<file path="config.mk">
export PLATFORM = sky130hd
export DESIGN_NAME = stg_ma_np_flat
export DESIGN_NICKNAME = d
export VERILOG_FILES = /design/src/rtl/stg_ma_np_if.sv /design/src/rtl/stg_ma_np.sv /design/src/flat_wrapper.sv
export SDC_FILE = /design/constraint.sdc
export NUM_CORES = 1
export LEC_CHECK = 0
export CELL_PAD_IN_SITES_DETAIL_PLACEMENT = 2
export CELL_PAD_IN_SITES_GLOBAL_PLACEMENT = 2
export CORE_ASPECT_RATIO = 1.1
export CORE_MARGIN = 2
export CORE_UTILIZATION = 29
export CTS_BUF_LIST = sky130_fd_sc_hd__clkbuf_4 sky130_fd_sc_hd__clkbuf_8
export DETAILED_ROUTE_END_ITERATION = 7
export MAX_ROUTING_LAYER = met4
export PLACE_DENSITY = 0.9
export REMOVE_ABC_BUFFERS = 1
export SYNTH_ARGS = -nofsm -noshare
export SYNTH_HDL_FRONTEND = slang
export SYNTH_SLANG_ARGS = --single-unit
</file>
<file path="constraint.sdc">
create_clock -name iw_clk -period 12.72 [get_ports iw_clk]
set_input_delay 1.272 -clock iw_clk [delete_from_list [all_inputs] [get_ports iw_clk]]
set_output_delay 1.272 -clock iw_clk [all_outputs]
set_load 0.02 [all_outputs]
</file>
<file path="src/rtl/stg_ma_np_if.sv">
// Bus bundle for the MA stage: EX-side request/handshake in, MO-side entry and
// per-port address registers out. The master modport is the driver/observer side.
interface stg_ma_np_if #(
    parameter int unsigned ADDR_W = 48,
    parameter int unsigned PAY_W  = 160,
    parameter int unsigned NPORTS = 2,
    parameter int unsigned PORT_W = $clog2(NPORTS)
);
    logic                     iw_flush;
    logic                     iw_valid;
    logic                     ow_ready;
    logic [PAY_W-1:0]         iw_payload;
    logic                     iw_mem_req;
    logic [ADDR_W-1:0]        iw_addr;
    logic [ADDR_W-1:0]        iw_cap_base;
    logic [ADDR_W-1:0]        iw_cap_len;
    logic                     ow_valid;
    logic                     iw_ready;
    logic [PAY_W-1:0]         ow_payload;
    logic                     ow_mem_req;
    logic                     ow_fault;
    logic [PORT_W-1:0]        ow_mem_port;
    logic [NPORTS*ADDR_W-1:0] ow_mem_addr;
    logic [NPORTS-1:0]        ow_mem_addr_vld;

    modport master (
        output iw_flush, iw_valid, iw_payload, iw_mem_req, iw_addr, iw_cap_base, iw_cap_len,
        output iw_ready,
        input  ow_ready, ow_valid, ow_payload, ow_mem_req, ow_fault, ow_mem_port, ow_mem_addr,
        input  ow_mem_addr_vld
    );

    modport slave (
        input  iw_flush, iw_valid, iw_payload, iw_mem_req, iw_addr, iw_cap_base, iw_cap_len,
        input  iw_ready,
        output ow_ready, ow_valid, ow_payload, ow_mem_req, ow_fault, ow_mem_port, ow_mem_addr,
        output ow_mem_addr_vld
    );
endinterface

</file>
<file path="src/rtl/stg_ma_np.sv">
// Memory-address stage: output register plus one skid entry, capability bounds
// check, and a round-robin pointer over NPORTS registered address ports.
module stg_ma_np #(
    parameter int unsigned ADDR_W = 48,
    parameter int unsigned PAY_W  = 160,
    parameter int unsigned NPORTS = 2
) (
    input  logic        iw_clk,
    input  logic        iw_rst,
    stg_ma_np_if.slave  io_bus
);
    localparam int unsigned PORT_W = $clog2(NPORTS);

    typedef struct packed {
        logic [PAY_W-1:0]  pay;
        logic              mreq;
        logic              fault;
        logic [PORT_W-1:0] port;
    } entry_t;

    entry_t                          r_out, r_skid, w_out_nxt, w_skid_nxt, w_in;
    logic                            r_out_vld, r_skid_vld, w_out_vld_nxt, w_skid_vld_nxt;
    logic [PORT_W-1:0]               r_next, w_next_nxt;
    logic [NPORTS-1:0][ADDR_W-1:0]   r_mem_addr, w_mem_addr_nxt;
    logic [NPORTS-1:0]               r_addr_vld, w_addr_vld_nxt;

    logic [ADDR_W:0] w_cap_end;
    logic            w_fault, w_ready, w_accept, w_xfer;

    // End is one bit wider so base+len near the top of the space cannot wrap.
    assign w_cap_end = {1'b0, io_bus.iw_cap_base} + {1'b0, io_bus.iw_cap_len};
    assign w_fault   = io_bus.iw_mem_req &&
                       ((io_bus.iw_addr < io_bus.iw_cap_base) ||
                        ({1'b0, io_bus.iw_addr} >= w_cap_end));

    assign w_ready  = !r_skid_vld && !iw_rst;
    assign w_accept = io_bus.iw_valid && w_ready && !io_bus.iw_flush;
    assign w_xfer   = r_out_vld && io_bus.iw_ready;

    always_comb begin
        w_in           = '{pay: io_bus.iw_payload, mreq: io_bus.iw_mem_req && !w_fault,
                           fault: w_fault, port: r_next};
        w_out_nxt      = r_out;
        w_out_vld_nxt  = r_out_vld;
        w_skid_nxt     = r_skid;
        w_skid_vld_nxt = r_skid_vld;
        w_next_nxt     = r_next;
        w_mem_addr_nxt = r_mem_addr;
        w_addr_vld_nxt = r_addr_vld;

        if (io_bus.iw_flush) begin
            w_out_vld_nxt  = 1'b0;
            w_skid_vld_nxt = 1'b0;
            w_addr_vld_nxt = '0;
        end else begin
            if (w_xfer) begin
                if (r_out.mreq) w_addr_vld_nxt[r_out.port] = 1'b0;
                if (r_skid_vld) begin
                    w_out_nxt      = r_skid;
                    w_skid_vld_nxt = 1'b0;
                end else begin
                    w_out_vld_nxt  = 1'b0;
                end
            end
            // Accept implies SKID empty, so OUT is free whenever it is empty or leaving.
            if (w_accept) begin
                if (!r_out_vld || w_xfer) begin
                    w_out_nxt      = w_in;
                    w_out_vld_nxt  = 1'b1;
                end else begin
                    w_skid_nxt     = w_in;
                    w_skid_vld_nxt = 1'b1;
                end
                if (w_in.mreq) begin
                    w_mem_addr_nxt[r_next] = io_bus.iw_addr;
                    w_addr_vld_nxt[r_next] = 1'b1;
                    w_next_nxt = (r_next == PORT_W'(NPORTS - 1)) ? '0 : r_next + 1'b1;
                end
            end
        end
    end

    always_ff @(posedge iw_clk or posedge iw_rst) begin
        if (iw_rst) begin
            r_out      <= '0;
            r_out_vld  <= 1'b0;
            r_skid     <= '0;
            r_skid_vld <= 1'b0;
            r_next     <= '0;
            r_mem_addr <= '0;
            r_addr_vld <= '0;
        end else begin
            r_out      <= w_out_nxt;
            r_out_vld  <= w_out_vld_nxt;
            r_skid     <= w_skid_nxt;
            r_skid_vld <= w_skid_vld_nxt;
            r_next     <= w_next_nxt;
            r_mem_addr <= w_mem_addr_nxt;
            r_addr_vld <= w_addr_vld_nxt;
        end
    end

    assign io_bus.ow_ready        = w_ready;
    assign io_bus.ow_valid        = r_out_vld;
    assign io_bus.ow_payload      = r_out.pay;
    assign io_bus.ow_mem_req      = r_out.mreq;
    assign io_bus.ow_fault        = r_out.fault;
    assign io_bus.ow_mem_port     = r_out.port;
    assign io_bus.ow_mem_addr     = r_mem_addr;
    assign io_bus.ow_mem_addr_vld = r_addr_vld;
endmodule

</file>
<file path="src/flat_wrapper.sv">
// flat-port wrapper written by rule: the top's interface ports become plain ports
module stg_ma_np_flat 
#(
    parameter int unsigned ADDR_W = 48,
    parameter int unsigned PAY_W  = 160,
    parameter int unsigned NPORTS = 2
)
  (iw_clk, iw_rst, io_bus_iw_flush, io_bus_iw_valid, io_bus_iw_payload, io_bus_iw_mem_req, io_bus_iw_addr, io_bus_iw_cap_base, io_bus_iw_cap_len, io_bus_iw_ready, io_bus_ow_ready, io_bus_ow_valid, io_bus_ow_payload, io_bus_ow_mem_req, io_bus_ow_fault, io_bus_ow_mem_port, io_bus_ow_mem_addr, io_bus_ow_mem_addr_vld);
  stg_ma_np_if #(.ADDR_W(ADDR_W), .PAY_W(PAY_W), .NPORTS(NPORTS), .PORT_W(1)) io_bus_i ();
  input  logic iw_clk;
  input  logic iw_rst;
  input wire logic [$bits(io_bus_i.iw_flush)-1:0] io_bus_iw_flush;
  input wire logic [$bits(io_bus_i.iw_valid)-1:0] io_bus_iw_valid;
  input wire logic [$bits(io_bus_i.iw_payload)-1:0] io_bus_iw_payload;
  input wire logic [$bits(io_bus_i.iw_mem_req)-1:0] io_bus_iw_mem_req;
  input wire logic [$bits(io_bus_i.iw_addr)-1:0] io_bus_iw_addr;
  input wire logic [$bits(io_bus_i.iw_cap_base)-1:0] io_bus_iw_cap_base;
  input wire logic [$bits(io_bus_i.iw_cap_len)-1:0] io_bus_iw_cap_len;
  input wire logic [$bits(io_bus_i.iw_ready)-1:0] io_bus_iw_ready;
  output wire logic [$bits(io_bus_i.ow_ready)-1:0] io_bus_ow_ready;
  output wire logic [$bits(io_bus_i.ow_valid)-1:0] io_bus_ow_valid;
  output wire logic [$bits(io_bus_i.ow_payload)-1:0] io_bus_ow_payload;
  output wire logic [$bits(io_bus_i.ow_mem_req)-1:0] io_bus_ow_mem_req;
  output wire logic [$bits(io_bus_i.ow_fault)-1:0] io_bus_ow_fault;
  output wire logic [$bits(io_bus_i.ow_mem_port)-1:0] io_bus_ow_mem_port;
  output wire logic [$bits(io_bus_i.ow_mem_addr)-1:0] io_bus_ow_mem_addr;
  output wire logic [$bits(io_bus_i.ow_mem_addr_vld)-1:0] io_bus_ow_mem_addr_vld;
  assign io_bus_i.iw_flush = io_bus_iw_flush;
  assign io_bus_i.iw_valid = io_bus_iw_valid;
  assign io_bus_i.iw_payload = io_bus_iw_payload;
  assign io_bus_i.iw_mem_req = io_bus_iw_mem_req;
  assign io_bus_i.iw_addr = io_bus_iw_addr;
  assign io_bus_i.iw_cap_base = io_bus_iw_cap_base;
  assign io_bus_i.iw_cap_len = io_bus_iw_cap_len;
  assign io_bus_i.iw_ready = io_bus_iw_ready;
  assign io_bus_ow_ready = io_bus_i.ow_ready;
  assign io_bus_ow_valid = io_bus_i.ow_valid;
  assign io_bus_ow_payload = io_bus_i.ow_payload;
  assign io_bus_ow_mem_req = io_bus_i.ow_mem_req;
  assign io_bus_ow_fault = io_bus_i.ow_fault;
  assign io_bus_ow_mem_port = io_bus_i.ow_mem_port;
  assign io_bus_ow_mem_addr = io_bus_i.ow_mem_addr;
  assign io_bus_ow_mem_addr_vld = io_bus_i.ow_mem_addr_vld;
  stg_ma_np #(.ADDR_W(ADDR_W), .PAY_W(PAY_W), .NPORTS(NPORTS)) u_core (.iw_clk(iw_clk), .iw_rst(iw_rst), .io_bus(io_bus_i));
endmodule
</file>
* Word level (Yosys, flattened, before mapping) *
Index checks and enable logic that the tools add are counted.

storage, ports and cells
  output and inout port bits = 263
  register bits = 427

operators by class
  bitwise gates (word level) = 5
  muxes and demuxes = 27
  reductions and logical operators = 17
  $add $sub $neg = 2
  magnitude comparators = 6

operators by type and width
  operator                                                  number
  2-to-1 mux 163 bit                                        4
  bitwise mux 96 bit                                        1
  adder 48 x 48 -> 49 bit                                   1
  greater-or-equal comparator 48 x 49 -> 1 bit              1
  demux 48 bit (select 1 bit)                               1
  < comparator 48 bit                                       1
  2-to-1 mux 48 bit                                         1
  2-to-1 mux 1 bit                                          12
  2-to-1 mux 2 bit                                          6
  logical AND 1 bit                                         8
  AND reduction 3 bit                                       2
  logical NOT 1 bit                                         5
  < comparator 1 x 2 -> 1 bit, second input constant        2
  AND 2 bit                                                 1
  demux 1 bit (select 1 bit)                                2
  greater-or-equal comparator 1 bit, second input constant  2
  logical OR 1 bit                                          2
  inverter 1 bit                                            2
  inverter 2 bit                                            1
  bitwise OR 2 bit                                          1
  adder 1 bit, second input constant                        1

* Longest topological paths before layout *
  word-level depth = 13
  gate-level depth with buffers = 21

* Worst setup path before layout *
OpenSTA, ideal clock, no wires.

  path type = input to register
  from = input port io_bus_iw_cap_len[0]
  to = register u_core.r_mem_addr (netlist bit u_core.io_bus.ow_mem_addr[0])
  arrival = 5.640 ns
  stages = 20
  slack = 6.955 ns
  buffers on the path = 2
  setup time = 0.125 ns
  path through = ha_1 -> fa_1 -> a211oi_1 -> o21ai_1 -> o21a_2 -> o211ai_2 -> a21boi_0 -> o31ai_1 -> a21oi_1 -> xnor2_1 -> ha_1 -> nand3_1 -> or3_1 -> o41ai_2 -> a211oi_1 -> a211o_1 -> o21ai_2 -> buf_6 -> buf_8 -> mux2_4

between the ends
  cells in the longest elaborated chain, start to end = 7

ends and longest elaborated chain
  item                                          line                source
  start, declared                               flat_wrapper.sv:18  input wire logic [$bits(io_bus_i.iw_cap_len)-1:0] io_bus_iw_cap_len;
  adder 48 x 48 -> 49 bit                       stg_ma_np.sv:31     assign w_cap_end = {1'b0, io_bus.iw_cap_base} + {1'b0, io_bus.iw_cap_len};
  greater-or-equal comparator 48 x 49 -> 1 bit  stg_ma_np.sv:34     ({1'b0, io_bus.iw_addr} >= w_cap_end));
  logical OR 1 bit                              stg_ma_np.sv:33     ((io_bus.iw_addr < io_bus.iw_cap_base) ||
  logical AND 1 bit                             stg_ma_np.sv:32     assign w_fault = io_bus.iw_mem_req &&
  logical NOT 1 bit                             stg_ma_np.sv:41     w_in = '{pay: io_bus.iw_payload, mreq: io_bus.iw_mem_req && !w_fault,
  logical AND 1 bit                             stg_ma_np.sv:41
  AND reduction 3 bit (no line)                 --
  end signal, assigned                          stg_ma_np.sv:98     r_mem_addr <= w_mem_addr_nxt;
  end, declared                                 stg_ma_np.sv:24     logic [NPORTS-1:0][ADDR_W-1:0] r_mem_addr, w_mem_addr_nxt;

No other way between the ends.
A chain may end at the register's enable or synchronous reset.

* Final worst setup path *
  from = input port io_bus_iw_cap_base[0]
  to = register u_core.r_mem_addr (netlist bit u_core.io_bus.ow_mem_addr[16])

between the ends
  cells in the longest elaborated chain, start to end = 7
  elaborated cells between the ends (all ways) = 8

ends and longest elaborated chain
  item                                          line                source
  start, declared                               flat_wrapper.sv:17  input wire logic [$bits(io_bus_i.iw_cap_base)-1:0] io_bus_iw_cap_base;
  adder 48 x 48 -> 49 bit                       stg_ma_np.sv:31
  greater-or-equal comparator 48 x 49 -> 1 bit  stg_ma_np.sv:34
  logical OR 1 bit *                            stg_ma_np.sv:33
  logical AND 1 bit *                           stg_ma_np.sv:32
  logical NOT 1 bit *                           stg_ma_np.sv:41
  logical AND 1 bit *                           stg_ma_np.sv:41
  AND reduction 3 bit (no line) *               --

Every way passes the cells marked *; elsewhere a longest branch is shown, timed or not.

==> flow_results.org <==
** Setup path
- The most critical setup path has its startpoint at io_bus_iw_cap_base[0].
- Worst R2R End :: u_core.r_skid[46]
- In this run the worst setup path terminates at u_core.io_bus.ow_mem_addr[16].
- The number of cells on the worst reg-to-reg path is 5.
- Crit path capture type :: register
- Data arrives at the worst endpoint at 7510 ps.
- Critical path fanouts, max :: 49
- In this run the critical register-to-register path is launched from u_core.r_skid_vld.
- Startpoint class of the critical path :: input port
- Critical path class :: in2reg
- The setup check on the worst reg-to-reg path leaves a slack of 8380 ps.
- Required time worst endpoint :: 13270 ps

** Flow run
- Max-cap violations :: 0

** STA
- Setup violations remaining at the end of the flow were counted as 0.
- Max-slew violation count :: 0
- Worst-case clock skew :: 42.3 ps
- Hold Vio Cnt, Final :: 0
- Final hold slack :: 479 ps
- Setup repair after global routing left no endpoint under its margin.
- In the finished design, the share of the clock period the worst path needs comes to 0.547.
- Worst Max-Slew Pin Slew :: 1100 ps
- After layout, the worst setup slack is 5760 ps.
- Max_slew headroom :: 0.269
- Derived from the worst setup path, the maximum achievable clock frequency is 144 MHz.
- Tmin final :: 6960 ps

** Floorplanning
- In this run the core area contains 105 standard-cell rows.
- Placeable core area :: 74400 um2
- Pin placement for this block handled 573 I/O pins.
- Initial standard-cell utilization of the core :: 0.292
- The die covers 77000 um2.
- The floorplan step set the die width to 265 um.
- From bottom edge to top edge, the die measures 291 um.

** Power and ir drop
- Dividing total power by cell area gives a power density of 172 nW/um2.
- The completed layout was analyzed and its total power is 5.18 mW.
- Worst IR drop on VDD :: 0.109 mV
- Static Leak :: 13.5 nW

** Yosys
- After technology mapping, the gate count stands at 1905.
- The synthesized design contains 0 enable-type register cells.
- Yosys synthesis warning count :: 0
- Share of the yosys chip area belonging to registers :: 0.493
- Cell accounting for the most synthesized area :: sky130_fd_sc_hd__dfrtp_1
- By instance count, the leading cell after synthesis is sky130_fd_sc_hd__dfrtp_1.
- Synthesis inferred 427 register bits.
- Primary FF master, synth :: sky130_fd_sc_hd__dfrtp_1
- Async set-or-reset flop fraction in the synthesized netlist :: 1.00
- Most numerous cell types in the synthesized netlist :: 427 x sky130_fd_sc_hd__dfrtp_1, 239 x sky130_fd_sc_hd__mux2_2, 143 x sky130_fd_sc_hd__ha_1, 138 x sky130_fd_sc_hd__nand2_1, 133 x sky130_fd_sc_hd__inv_1
- Most area-consuming cells after synthesis :: sky130_fd_sc_hd__dfrtp_1 49%, sky130_fd_sc_hd__mux2_2 12%, sky130_fd_sc_hd__ha_1 8.3%
- Library cells used by synthesis :: 74
- The synthesized netlist occupies a cell area of 21700 um2.
- A synthesized cell averages 11.4 um2.
- Of the post-synthesis cell area, the dominant cell type holds 0.493.

** Final layout
- Count of fill cells added during filler insertion :: 7658
- After the last flow step, the layout net total stands at 2929.
- In the final layout, the share of cells above drive strength 1 is 0.173.
- Final Cell Area :: 30200 um2
- Syn-to-layout area delta :: 39.2%
- Excluding fillers, the count of instances in the completed layout stands at 3537.

** Drt
- Wire length on met1 :: 36400 um
- The first routing iteration left 1172 violations.
- After detailed routing, the number of remaining DRC violations is 3.
- After detailed routing, the total wire length is 100000 um.
- After detailed routing, the met2 layer carries 51600 um of wire.
- Vias/cell :: 5.41
- The first detailed-routing pass ran for 8 iterations.
- The routed design uses 5160 um of met3 wire.
- DR vias :: 19128
- After detailed routing, no signal wire sits above met4.
- Mean routed wirelength per cell :: 28.3 um
- The detail route stage leaves a number of antenna-violating nets equal to 0.

** Clocking
- Deepest clock path buffer count :: 3
- TritonCTS built the clock tree.
- In this run the post-CTS setup repair buffer count came out at 0.
- Number of cells upsized or downsized after cts :: 0
- Latest clock arrival within the worst-skew pair :: 690 ps
- Clock Root Buffer :: sky130_fd_sc_hd__clkbuf_8
- Clock slew at the register clock pins of the worst setup and hold paths :: 70 ps
- The clock net in this run drives a total of 427 sinks.
- Hold Buf Count CTS :: 0
- CTS H-Tree Depth :: 3
- In this run, CTS created clock tree buffers numbering 79.

** Placed design
- Half-perimeter wire length after detailed placement :: 68700 um
- Post-placement setup slack :: 5170 ps
- At the end of routability-driven placement, the weighted congestion stood at 0.881.
- Port Buffer Count :: 572
- Cells after DPL :: 3357
- Placed cell areas :: 28300 um2

** Global routing
- Largest net degree at the start of global routing :: 130
- For this run, the total global-route usage over all layers was measured as 0.262.
- Global-route wire length before repair :: 148000 um
- Via count of the first global-routing pass :: 22061
- For this run the aggregate overflow at the end of global routing stands at 0.
- Number of antenna violations at the first check in global routing :: 39

** Status
- The flow ran to the end, but the final reports show violations.
- Violations in the final reports :: DRC

** Hold path
- The worst hold path belongs to the class reg2reg.
[cells by family after synthesis]
kind of cell / Yosys count / share of synthesized area
xor gates and xnor gates: 42 / 0.0170
adders and majority gates: 144 / 0.0835
and+or+nand+nor: 303 / 0.0660
AOI/OAI and AO/OA: 496 / 0.158
muxes: 260 / 0.138
buffers and inverters: 233 / 0.0446
DFF: 427 / 0.493
[state kept, by name (all words and copies together), names as in the netlist]
register,count
u_core.r_skid,163
u_core.r_next,1
u_core.io_bus.ow_fault,1
u_core.io_bus.ow_mem_req,1
u_core.io_bus.ow_payload,160
u_core.io_bus.ow_valid,1
u_core.io_bus.ow_mem_addr,96
u_core.io_bus.ow_mem_port,1
u_core.io_bus.ow_mem_addr_vld,2
u_core.r_skid_vld,1
[through the flow]
stage               utilization  TNS, ps
finish                    0.406        0
CTS                       0.404        0
detailed placement        0.381        0
floorplan                     -  -674820
global route              0.406        0
global placement          0.381        0
[cell type report]
class                   count  area (um2)  area share
flip-flops and latches    427       10700       0.354
well taps                 963        1200      0.0399
multi-input cells        1245       10100       0.334
inverters                 133         507      0.0168
clock buffers             120        1520      0.0504
diodes                     41         103     0.00340
clock inverters            19         233     0.00771
repair buffers            589        5850       0.194
[layer usage]
layer,global-route usage,vias up
met2,0.451,689
li1,-,8212
met5,-,-
met1,0.269,9911
met3,0.0541,316
met4,0.177,0
[worst min path at each step]
stage / endpoint / cells after the start / startpoint / slack (ps)
after floorplan: u_core.io_bus.ow_mem_port / 2 / u_core.r_skid[0] / 460
after global placement: u_core.io_bus.ow_payload[93] / 2 / u_core.io_bus.ow_payload[93] / 460
after detailed placement: u_core.io_bus.ow_payload[114] / 2 / u_core.io_bus.ow_payload[114] / 470
after CTS: u_core.io_bus.ow_payload[40] / 2 / u_core.r_skid[43] / 480
after global routing: u_core.r_skid[93] / 1 / u_core.r_skid[93] / 520
final: u_core.io_bus.ow_payload[40] / 2 / u_core.r_skid[43] / 480
[cell usage in the layout, fill, tap and decap left out, types with 6 or more instances in the layout]
master / instances
sky130_fd_sc_hd__clkdlybuf4s50_1: 571
sky130_fd_sc_hd__dfrtp_1: 427
sky130_fd_sc_hd__mux2_2: 239
sky130_fd_sc_hd__ha_1: 143
sky130_fd_sc_hd__nand2_1: 138
sky130_fd_sc_hd__inv_1: 132
sky130_fd_sc_hd__o21ai_0: 126
sky130_fd_sc_hd__clkbuf_8: 99
sky130_fd_sc_hd__a22oi_1: 90
sky130_fd_sc_hd__a21oi_1: 89
sky130_fd_sc_hd__a222oi_1: 72
sky130_fd_sc_hd__nor2_1: 44
sky130_fd_sc_hd__diode_2: 41
sky130_fd_sc_hd__a21o_1: 31
sky130_fd_sc_hd__nand3_1: 29
sky130_fd_sc_hd__xnor2_1: 26
sky130_fd_sc_hd__clkbuf_4: 21
sky130_fd_sc_hd__nand4_1: 18
sky130_fd_sc_hd__mux2_4: 18
sky130_fd_sc_hd__buf_4: 17
sky130_fd_sc_hd__xor2_1: 16
sky130_fd_sc_hd__nor2b_1: 14
sky130_fd_sc_hd__a211oi_1: 10
sky130_fd_sc_hd__nor3_1: 10
sky130_fd_sc_hd__clkinv_2: 10
sky130_fd_sc_hd__o21bai_1: 9
sky130_fd_sc_hd__and3_1: 7
sky130_fd_sc_hd__nor4_1: 7
sky130_fd_sc_hd__a31oi_1: 7
sky130_fd_sc_hd__o21a_1: 7
sky130_fd_sc_hd__o211ai_1: 6
sky130_fd_sc_hd__nand2b_1: 6
[power breakdown]
group          switching, mW  internal (mW)
Combinational          0.917          0.826
Clock                  0.676          0.833
Sequential             0.241           1.68
[critical path: stages]
cell and delay [ps]:
sky130_fd_sc_hd__clkdlybuf4s50_1 450, sky130_fd_sc_hd__ha_1 230, sky130_fd_sc_hd__fa_1 430, sky130_fd_sc_hd__a211oi_1 280, sky130_fd_sc_hd__o21ai_1 190, sky130_fd_sc_hd__o21a_2 290, sky130_fd_sc_hd__o211ai_2 400, sky130_fd_sc_hd__a21boi_0 240
sky130_fd_sc_hd__o31ai_1 500, sky130_fd_sc_hd__a21oi_1 150, sky130_fd_sc_hd__xnor2_1 160, sky130_fd_sc_hd__ha_1 290, sky130_fd_sc_hd__nand3_1 110, sky130_fd_sc_hd__or3_1 420, sky130_fd_sc_hd__o41ai_2 290, sky130_fd_sc_hd__a211oi_1 80
sky130_fd_sc_hd__a211o_1 380, sky130_fd_sc_hd__o21ai_4 170, sky130_fd_sc_hd__buf_4 670, sky130_fd_sc_hd__mux2_2 460
Power figures use the tool's default switching activity.
